### src/rtl/baudgen_pkg.sv
// Shared constants and types for the programmable baud tick generator.
// Divisor values assume a 12 MHz system clock.
package baudgen_pkg;

  localparam int BAUDGEN_MIN_DIV = 2;

  localparam int B230400 = 52;
  localparam int B115200 = 104;
  localparam int B57600  = 208;
  localparam int B38400  = 313;
  localparam int B19200  = 625;
  localparam int B9600   = 1250;
  localparam int B4800   = 2500;

  typedef enum logic {
    MODE_TX = 1'b0,
    MODE_RX = 1'b1
  } baud_mode_e;

endpackage

### src/rtl/baudgen_frac_acc.sv
// Fractional phase accumulator: adds the fractional divisor at each tick and
// reports the carry that stretches the following period by one cycle.
module baudgen_frac_acc #(
  parameter int FRAC_W = 4
) (
  input  logic              clk,
  input  logic              rst,
  input  logic              clr,
  input  logic              step,
  input  logic [FRAC_W-1:0] frac,
  output logic              carry
);

  logic [FRAC_W-1:0] acc_q, acc_d;
  logic [FRAC_W:0]   sum;

  always_comb begin
    sum   = {1'b0, acc_q} + {1'b0, frac};
    carry = step & sum[FRAC_W];
    acc_d = acc_q;
    if (clr) begin
      acc_d = '0;
    end else if (step) begin
      acc_d = sum[FRAC_W-1:0];
    end
  end

  always_ff @(posedge clk) begin
    if (rst) begin
      acc_q <= '0;
    end else begin
      acc_q <= acc_d;
    end
  end

endmodule

### src/rtl/baudgen_prog.sv
// Runtime-programmable baud tick generator with tx and rx (mid-bit) phasing.
// Define BAUDGEN_FRAC_EN to add the fractional divisor input and accumulator.
module baudgen_prog
  import baudgen_pkg::*;
#(
  parameter int DIV_W       = 16,
  parameter int DEFAULT_DIV = 104,
  parameter int FRAC_W      = 4
) (
  input  logic             clk,
  input  logic             rst,
  input  logic             ena,
  input  logic             mode_rx,
  input  logic             div_wr,
  input  logic [DIV_W-1:0] div_in,
`ifdef BAUDGEN_FRAC_EN
  input  logic [FRAC_W-1:0] frac_in,
`endif
  output logic             tick,
  output logic             mid_tick,
  output logic             div_pend,
  output logic             div_err
);

  logic [DIV_W-1:0] cnt_q, cnt_d;
  logic [DIV_W-1:0] div_q, div_d;
  logic [DIV_W-1:0] pend_q, pend_d;
  logic             pend_vld_q, pend_vld_d;
  logic             err_q, err_d;
  baud_mode_e       mode_q, mode_d;

  logic             wr_ok;
  logic             wr_bad;
  logic             at_zero;
  logic [DIV_W-1:0] div_next;
  logic             period_carry;

  assign at_zero = (cnt_q == '0);
  assign wr_ok   = div_wr & (div_in >= DIV_W'(BAUDGEN_MIN_DIV));
  assign wr_bad  = div_wr & ~wr_ok;

  // A write landing on the tick cycle itself takes effect for that reload.
  assign div_next = wr_ok      ? div_in :
                    pend_vld_q ? pend_q : div_q;

`ifdef BAUDGEN_FRAC_EN
  logic [FRAC_W-1:0] frac_q, frac_d;
  logic [FRAC_W-1:0] pend_frac_q, pend_frac_d;
  logic [FRAC_W-1:0] frac_next;

  assign frac_next = wr_ok      ? frac_in :
                     pend_vld_q ? pend_frac_q : frac_q;

  baudgen_frac_acc #(
    .FRAC_W (FRAC_W)
  ) u_frac_acc (
    .clk   (clk),
    .rst   (rst),
    .clr   (~ena),
    .step  (tick),
    .frac  (frac_q),
    .carry (period_carry)
  );
`else
  // Integer-only build: every period is exactly the divisor.
  assign period_carry = (FRAC_W < 0);
`endif

  assign tick     = ena & at_zero & ~rst;
  assign mid_tick = ena & (mode_q == MODE_TX) & (cnt_q == (div_q >> 1)) & ~at_zero;
  assign div_pend = pend_vld_q;
  assign div_err  = err_q;

  always_comb begin
    cnt_d      = cnt_q;
    div_d      = div_q;
    pend_d     = pend_q;
    pend_vld_d = pend_vld_q;
    mode_d     = mode_q;
    err_d      = wr_bad;
`ifdef BAUDGEN_FRAC_EN
    frac_d      = frac_q;
    pend_frac_d = pend_frac_q;
`endif

    if (wr_ok) begin
      pend_d     = div_in;
      pend_vld_d = 1'b1;
`ifdef BAUDGEN_FRAC_EN
      pend_frac_d = frac_in;
`endif
    end

    if (!ena) begin
      // Idle: re-arm the phase so the first tick lands at 0 (tx) or D/2 (rx).
      mode_d = baud_mode_e'(mode_rx);
      cnt_d  = mode_rx ? (div_q >> 1) : '0;
      if (pend_vld_q) begin
        div_d = pend_q;
`ifdef BAUDGEN_FRAC_EN
        frac_d = pend_frac_q;
`endif
        if (!wr_ok) begin
          pend_vld_d = 1'b0;
        end
      end
    end else if (at_zero) begin
      div_d      = div_next;
      pend_vld_d = 1'b0;
      cnt_d      = div_next - DIV_W'(1) + {{(DIV_W-1){1'b0}}, period_carry};
`ifdef BAUDGEN_FRAC_EN
      frac_d = frac_next;
`endif
    end else begin
      cnt_d = cnt_q - DIV_W'(1);
    end
  end

  always_ff @(posedge clk) begin
    if (rst) begin
      cnt_q      <= '0;
      div_q      <= DIV_W'(DEFAULT_DIV);
      pend_q     <= '0;
      pend_vld_q <= 1'b0;
      err_q      <= 1'b0;
      mode_q     <= MODE_TX;
    end else begin
      cnt_q      <= cnt_d;
      div_q      <= div_d;
      pend_q     <= pend_d;
      pend_vld_q <= pend_vld_d;
      err_q      <= err_d;
      mode_q     <= mode_d;
    end
  end

`ifdef BAUDGEN_FRAC_EN
  always_ff @(posedge clk) begin
    if (rst) begin
      frac_q      <= '0;
      pend_frac_q <= '0;
    end else begin
      frac_q      <= frac_d;
      pend_frac_q <= pend_frac_d;
    end
  end
`endif

endmodule

### config.mk
export PLATFORM = sky130hd
export DESIGN_NAME = baudgen_prog
export DESIGN_NICKNAME = d
export VERILOG_FILES = /design/src/rtl/baudgen_pkg.sv /design/src/rtl/baudgen_frac_acc.sv /design/src/rtl/baudgen_prog.sv
export SDC_FILE = /design/constraint.sdc
export NUM_CORES = 1
export LEC_CHECK = 0
export CAP_MARGIN = 30
export CORE_UTILIZATION = 52
export DETAILED_ROUTE_END_ITERATION = 12
export DONT_BUFFER_PORTS = 1
export HOLD_SLACK_MARGIN = 0.15
export PLACE_DENSITY = 0.67
export SLEW_MARGIN = 0
export SYNTH_ARGS = -nofsm -noshare
export SYNTH_HDL_FRONTEND = slang
export SYNTH_SLANG_ARGS = --single-unit
### constraint.sdc
create_clock -name clk -period 7.2 [get_ports clk]
set_input_delay 2.16 -clock clk [delete_from_list [all_inputs] [get_ports clk]]
set_output_delay 2.16 -clock clk [all_outputs]
set_load 0.005 [all_outputs]
Word-level counts from Yosys, hierarchy flattened
Cells that the tools add are included.
{"block": "totals", "wordCells": 35, "ff_bits": 51, "input_bits": 21}
{"block": "op_classes", "n_addsub": 2, "order_cmp": 1, "bitwise": 11, "n_eq_ne": 2, "mux": 12, "reduce_logical": 1}
{"operator": "2-to-1 mux 16 bit", "count": 6}
{"operator": "subtractor 16 x 1 -> 16 bit, second input constant", "count": 2}
{"operator": "== test 16 x 15 -> 1 bit", "count": 1}
{"operator": ">= comparator 16 x 2 -> 1 bit, second input constant", "count": 1}
{"operator": "logical NOT 16 bit", "count": 1}
{"operator": "2-to-1 mux 15 bit", "count": 1}
{"operator": "bitwise AND 1 bit", "count": 7}
{"operator": "2-to-1 mux 1 bit", "count": 5}
{"operator": "NOT 1 bit", "count": 4}
{"operator": "inequality test 2 x 1 -> 1 bit, second input constant", "count": 1}

Depth between registers and ports, before layout
Gate-level depths: netlist of run 1.
{"block": "logic_depth", "ltp_word": 6, "ltp_mapped": 12, "depth_no_buf": 10}

Least setup slack after synthesis of run 1
OpenSTA, ideal clock, no wires.
{"block": "synth_path", "kind": "input -> output", "from": "in ena", "to": "out mid_tick", "slack_ps": 1840, "n_path_buf": 2, "stages": 5, "t_arrival_ps": 3200, "t_required_ps": 5040, "path_cell_list": "clkbuf_1 clkbuf_1 nor4b_1 nand4_1 nor4_1"}
{"block": "synth_between", "elab_chain_cells": 3}
{"element": "from (decl)", "line_no": "baudgen_prog.sv:12", "text": "input logic ena,"}
{"element": "bitwise AND 1 bit (3 in series)", "line_no": "baudgen_prog.sv:70", "text": "assign mid_tick = ena & (mode_q == MODE_TX) & (cnt_q == (div_q >> 1)) & ~at_zero;"}
{"element": "to (decl)", "line_no": "baudgen_prog.sv:20", "text": "output logic mid_tick,"}
Every way passes these cells.

Worst setup path after layout of run 1
Same ends and word-level chain as after synthesis.

==> results.json, run 1 <==
{
  "grt_max_degree": 38,
  "drive_gt1_frac": 0.0902,
  "netlist_area_sq_um": 3110,
  "fin_total_pwr_mw": 1.41,
  "ctsResizeCount": 0,
  "core-area_sq_um": 5640,
  "cp-start-kind": "primary input",
  "yosysTopAreaCellShare": 0.328,
  "cts_buffer_depth": 2,
  "synth_compound_area_frac": 0.263,
  "cts_tree": "done",
  "comb_power_share": 0.558,
  "drcViolationCount": 0,
  "p_switching_uw": 664,
  "nFillCells": 527,
  "p_leak_nw": 1.13,
  "gr-total-overflow": 0,
  "switching_share": 0.472,
  "fin_crit_sh": 0.717,
  "layout_min_cycle_time_ps": 5160,
  "grt_usage": 0.309,
  "required_ps": 5040,
  "seq_power_share": 0.315,
  "grt_pass1_vias": 2802,
  "intPower_uw": 744,
  "ant_nets": 0,
  "synthAdderAreaFrac": 0.00402,
  "finalHoldViolations": 0,
  "synth-seq-area-share": 0.328,
  "fin_skew_ps": 6.88,
  "synth.area.mux_share": 0.0780,
  "areaGrowthSynthToFinish_pct": 4.30,
  "synthCells": 390,
  "dr_total_vias": 3012,
  "rows": 27,
  "cp_max_fo": 26,
  "drt_iter0_drc": 295,
  "nNetsFinal": 398,
  "wl_um": 9190,
  "yosysWarningCount": 0,
  "synth-xor-area-share": 0.0535,
  "hold_path.class": "reg2reg",
  "fmax_mhz": 194,
  "yosysMostFrequentCell": "nand2_1",
  "syn-num-nets": 412,
  "pin_count": 25,
  "die_w_um": 79.4,
  "min_delay_path_depth": 2,
  "fin_tns_setup_ps": 0,
  "wire_per_inst_um": 20.5,
  "max-vdd-ir-drop_mv": 0.224,
  "start_util": 0.552,
  "cts_made_buffers": 5,
  "setup_slack_ps": 2040,
  "synth-main-ff-cell": "dfxtp_1",
  "clock_power_share": 0.127,
  "ys_top_cells_by_area": "dfxtp_1 (33%), nand2_1 (6.6%), a21oi_1 (5.8%)",
  "worstSetupPathType": "in2out",
  "synth-simple-area-share": 0.232,
  "synth_top_family_by_area": "compound AO/OA/AOI/OAI gates",
  "rr_worst_depth": 10,
  "post_cts_buffers": 0,
  "fin_cells": 449,
  "first_pass_iters": 5,
  "yosysUniqueCellTypes": 58,
  "utilization": 0.575,
  "die-height_um": 79.4,
  "final-setup-viol-count": 0,
  "antenna_found_initial": 0,
  "dp_cells": 441,
  "io_buffers": 0,
  "pre_cts_ws_ps": 1870,
  "cts.clk_slew.worst_paths_ps": 90,
  "synth_edf_count": 0,
  "fp.dieArea_sq_um": 6300,
  "outcome": "complete, no violations",
  "max_slew_margin": 0.397,
  "grt_pass1_wl_um": 14700,
  "syn_area_per_cell_sq_um": 7.98,
  "drv_slew": 0,
  "cp-end-kind": "output port",
  "crit_arrival_ps": 3000,
  "h-tree-depth": 2,
  "root_buffer": "clkbuf_8",
  "rsz0062_at_grt": "no",
  "yosys.area.top_type": "dfxtp_1",
  "cts_sinks": 51,
  "tightest_slew_ps": 897,
  "clk_latency_ps": 310,
  "drt-vias-per-instance": 6.71,
  "dp_hpwl_um": 6340,
  "netlist_top_cells_count": "nand2_1 (55), dfxtp_1 (51), a21oi_1 (36), nor2_1 (25), o21ai_0 (21)",
  "synth.ff_latch_count": 51,
  "cts_hold_buf": 0,
  "gp_congestion": 0.896,
  "drv_cap": 0,
  "synthArstFlopShare": 0,
  "p_per_area_nw_per_um2": 434,
  "num_antenna_cells": 0
}
power by group through the flow:
stage | Sequential [mW] | Combinational [mW] | Clock (mW)
floorplan | 0.419 | 0.627 | 0
global placement | 0.445 | 0.762 | 0
detailed placement | 0.446 | 0.767 | 0
CTS | 0.439 | 0.772 | 0.182
global route | 0.452 | 0.866 | 0.192
finish | 0.443 | 0.786 | 0.179
critical path, cell delays in order:
cell,delay (ps)
nor4b_1,340
nand4_1,170
nor4_1,320
layout by cell type, fill, tap and decap left out, drive strengths merged, types with 3 or more instances in the layout:
cell type | Yosys | final
xor2 | 8 | 8
mux2 | 7 | 7
a22oi | 4 | 4
o211ai | 3 | 3
a221oi | 6 | 6
nand3 | 6 | 6
clkbuf | 16 | 7
inv | 3 | 3
a31oi | 6 | 6
buf | 12 | 7
or4 | 3 | 3
a211o | 7 | 7
nand2 | 55 | 55
a21oi | 36 | 36
or3 | 8 | 8
mux2i | 16 | 16
nand4 | 10 | 10
nor3 | 9 | 9
a311o | 3 | 3
nor2 | 25 | 25
a211oi | 12 | 12
o21ai | 24 | 24
nor4 | 10 | 10
nand2b | 3 | 3
dfxtp | 51 | 51
xnor2 | 11 | 11
nor2b | 5 | 5
area by class of cell:
| cell class | instances | area [sq um] | share of cell area |
|---|---|---|---|
| tap | 72 | 90.1 | 0.0278 |
| inverter | 3 | 11.3 | 0.00347 |
| timing repair buffer | 7 | 56.3 | 0.0173 |
| clock inverter | 1 | 8.76 | 0.00270 |
| multi-input combinational | 308 | 1970 | 0.608 |
| sequential | 51 | 1020 | 0.315 |
| clock buffer | 7 | 86.3 | 0.0266 |
cell families (layout without fill, tap and decap cells):
group / Yosys count / in the layout
AO/OA/AOI/OAI: 122 / 122
XOR/XNOR: 19 / 19
adder cells (fa/ha/maj): 1 / 1
buffers and inverters: 31 / 18
flip-flops: 51 / 51
multiplexers: 23 / 23
AND/OR/NAND/NOR: 143 / 143
path summary, 6_finish.rpt:
kind / slack, ps / from / to
min reg2reg: 450 / pend_q[13] / pend_q[13]
max: 2040 / ena / mid_tick
min: 450 / pend_q[13] / pend_q[13]
max reg2reg: 3820 / cnt_q[14] / cnt_q[14]
registers in the layout (all words and copies together) (netlist names):
name and count:
cnt_q 16, div_pend 1, mode_q 1, div_q 16
div_err 1, pend_q 16
per-layer routing:
layer | vias up | wire length, um | GRT usage
met5 | - | 0 | 0
met4 | 0 | 322 | 0.133
met3 | 22 | 837 | 0.0632
met2 | 148 | 4250 | 0.491
met1 | 1407 | 3790 | 0.402
li1 | 1435 | - | -
through the flow:
| step | area (sq um) | hold WS [ps] |
|---|---|---|
| after floorplan | 3110 | 428 |
| after global placement | 3140 | 435 |
| after detailed placement | 3150 | 442 |
| after CTS | 3250 | 456 |
| after global routing | 3250 | 477 |
| final | 3250 | 452 |
No activity file was read; power rests on OpenSTA's default activity.
==> inputs of run 2 (changes only) <==
PLACE_DENSITY = 0.7   (was 0.67)
clock period = 4.2 ns   (was 7.2 ns; I/O delays follow)
==> run 2 against run 1 <==
Compared with the run above:
- non-clock buffer count rose by 7
- worst hold slack improved by 4.4 ps
- first-iteration DRC count fell by 33%
- total power rose by 79%
- worst setup slack got worse by 1500 ps
- largest cell class unchanged
==> results.json, run 2 (same netlist as run 1, synthesis figures left out) <==
{
  "layout_min_cycle_time_ps": 3660,
  "first_pass_iters": 5,
  "required_ps": 4380,
  "pre_cts_ws_ps": 282,
  "max_slew_margin": 0.462,
  "cts_made_buffers": 5,
  "gr-total-overflow": 0,
  "top_regs": "cnt_q: 16 flops, div_q: 16 flops, pend_q: 16 flops",
  "cts_tree": "done",
  "fin_tns_setup_ps": 0,
  "max-vdd-ir-drop_mv": 0.480,
  "fin_skew_ps": 5.86,
  "cts_hold_buf": 0,
  "drt-vias-per-instance": 6.64,
  "pin_count": 25,
  "crit_arrival_ps": 3840,
  "switching_share": 0.457,
  "intPower_mw": 1.37,
  "drt_iter0_drc": 198,
  "gp_congestion": 0.864,
  "setup_slack_ps": 543,
  "io_buffers": 0,
  "h-tree-depth": 2,
  "cp_max_fo": 7,
  "cts_buffer_depth": 2,
  "post_cts_buffers": 0,
  "p_switching_mw": 1.15,
  "wire_per_inst_um": 20.2,
  "dr_total_vias": 3027,
  "grt_pass1_vias": 2978,
  "dp_hpwl_um": 6670,
  "seq_power_share": 0.305,
  "outcome": "complete, no violations",
  "fp.dieArea_sq_um": 6300,
  "root_buffer": "clkbuf_8",
  "layout_commonest_cell": "nand2_1",
  "tightest_slew_ps": 799,
  "finalHoldViolations": 0,
  "ant_nets": 0,
  "fin_crit_sh": 0.871,
  "drcViolationCount": 0,
  "cts_sinks": 51,
  "nNetsFinal": 405,
  "cp-end-kind": "flip-flop",
  "grt_usage": 0.315,
  "ctsResizeCount": 0,
  "antenna_found_initial": 0,
  "final-setup-viol-count": 0,
  "grt_pass1_wl_um": 15100,
  "p_per_area_nw_per_um2": 756,
  "core-area_sq_um": 5640,
  "grt_max_degree": 38,
  "comb_power_share": 0.550,
  "clk_latency_ps": 310,
  "hold_path.class": "reg2reg",
  "areaGrowthSynthToFinish_pct": 7.08,
  "clock_power_share": 0.145,
  "rsz0062_at_grt": "no",
  "num_antenna_cells": 0,
  "fmax_mhz": 273,
  "die-height_um": 79.4,
  "wl_um": 9220,
  "p_leak_nw": 1.17,
  "start_util": 0.552,
  "mostFrequentLayoutCells": "nand2_1 (55), dfxtp_1 (51), a21oi_1 (36)",
  "die_w_um": 79.4,
  "drv_cap": 0,
  "cts.clk_slew.worst_paths_ps": 100,
  "drive_gt1_frac": 0.115,
  "worstSetupPathType": "in2reg",
  "drv_slew": 0,
  "cp-start-kind": "primary input",
  "rows": 27
}
[run 2: cell count changes in the layout (fill, tap and decap cells not counted)]
cell,change
bufinv_16,+1
a311oi_2,+1
a311oi_1,-1
clkinv_2,+1
a211oi_2,+1
buf_4,+7
clkinv_4,-1
clkbuf_1,-1
a211oi_1,-1
[run 2: area by class of cell]
class / instances / area (sq um)
clock buffers: 6 / 82.6
repair buffers: 14 / 109
fillers: 534 / 2310
multi-input cells: 308 / 1980
well taps: 72 / 90.1
inverters: 3 / 11.3
flip-flops and latches: 51 / 1020
clock inverters: 2 / 35.0
[run 2: routing by layer]
metal / vias to the layer above / routed length, um / GRT usage
li1: 1445 / - / -
met1: 1454 / 4020 / 0.394
met2: 108 / 4460 / 0.534
met3: 20 / 540 / 0.0621
met4: 0 / 199 / 0.109
met5: - / 0 / 0
[run 2: stage by stage]
step           std cells  hold slack, ps  utilization  power, mW  instance area, sq um
4_1_cts              456             455        0.591       2.50                  3330
3_5_place_dp         448             441        0.570       2.13                  3210
2_1_floorplan        390             428            -       1.81                  3120
6_report             456             456        0.591       2.52                  3330
3_3_place_gp         447             436        0.568       2.11                  3200
5_1_grt              456             476        0.591       2.70                  3330
[run 2: critical path: stages]
cell and delay (ps):
or4_4 550, nor4_1 340, a21oi_1 170, a311oi_2 340, ha_1 280, nand2_1 110
a211oi_2 460, and4_1 260, o31ai_1 70
[run 2: path summary, 6_finish.rpt]
path | slack (ps) | cells after the start | end | startpoint
worst max-delay path | 540 | 9 | cnt_q[14] | div_in[1]
worst min-delay path | 460 | 2 | pend_q[0] | pend_q[0]
worst max register to register | 1200 | 8 | cnt_q[14] | div_pend
worst min register to register | 460 | 2 | pend_q[0] | pend_q[0]
[run 2: power by group through the flow]
| stage | Sequential (mW) | Clock (mW) | Combinational [mW] |
|---|---|---|---|
| after global routing | 0.786 | 0.390 | 1.52 |
| final | 0.768 | 0.366 | 1.38 |
| after global placement | 0.773 | 0 | 1.33 |
| after floorplan | 0.718 | 0 | 1.09 |
| after CTS | 0.766 | 0.371 | 1.36 |
| after detailed placement | 0.777 | 0 | 1.35 |
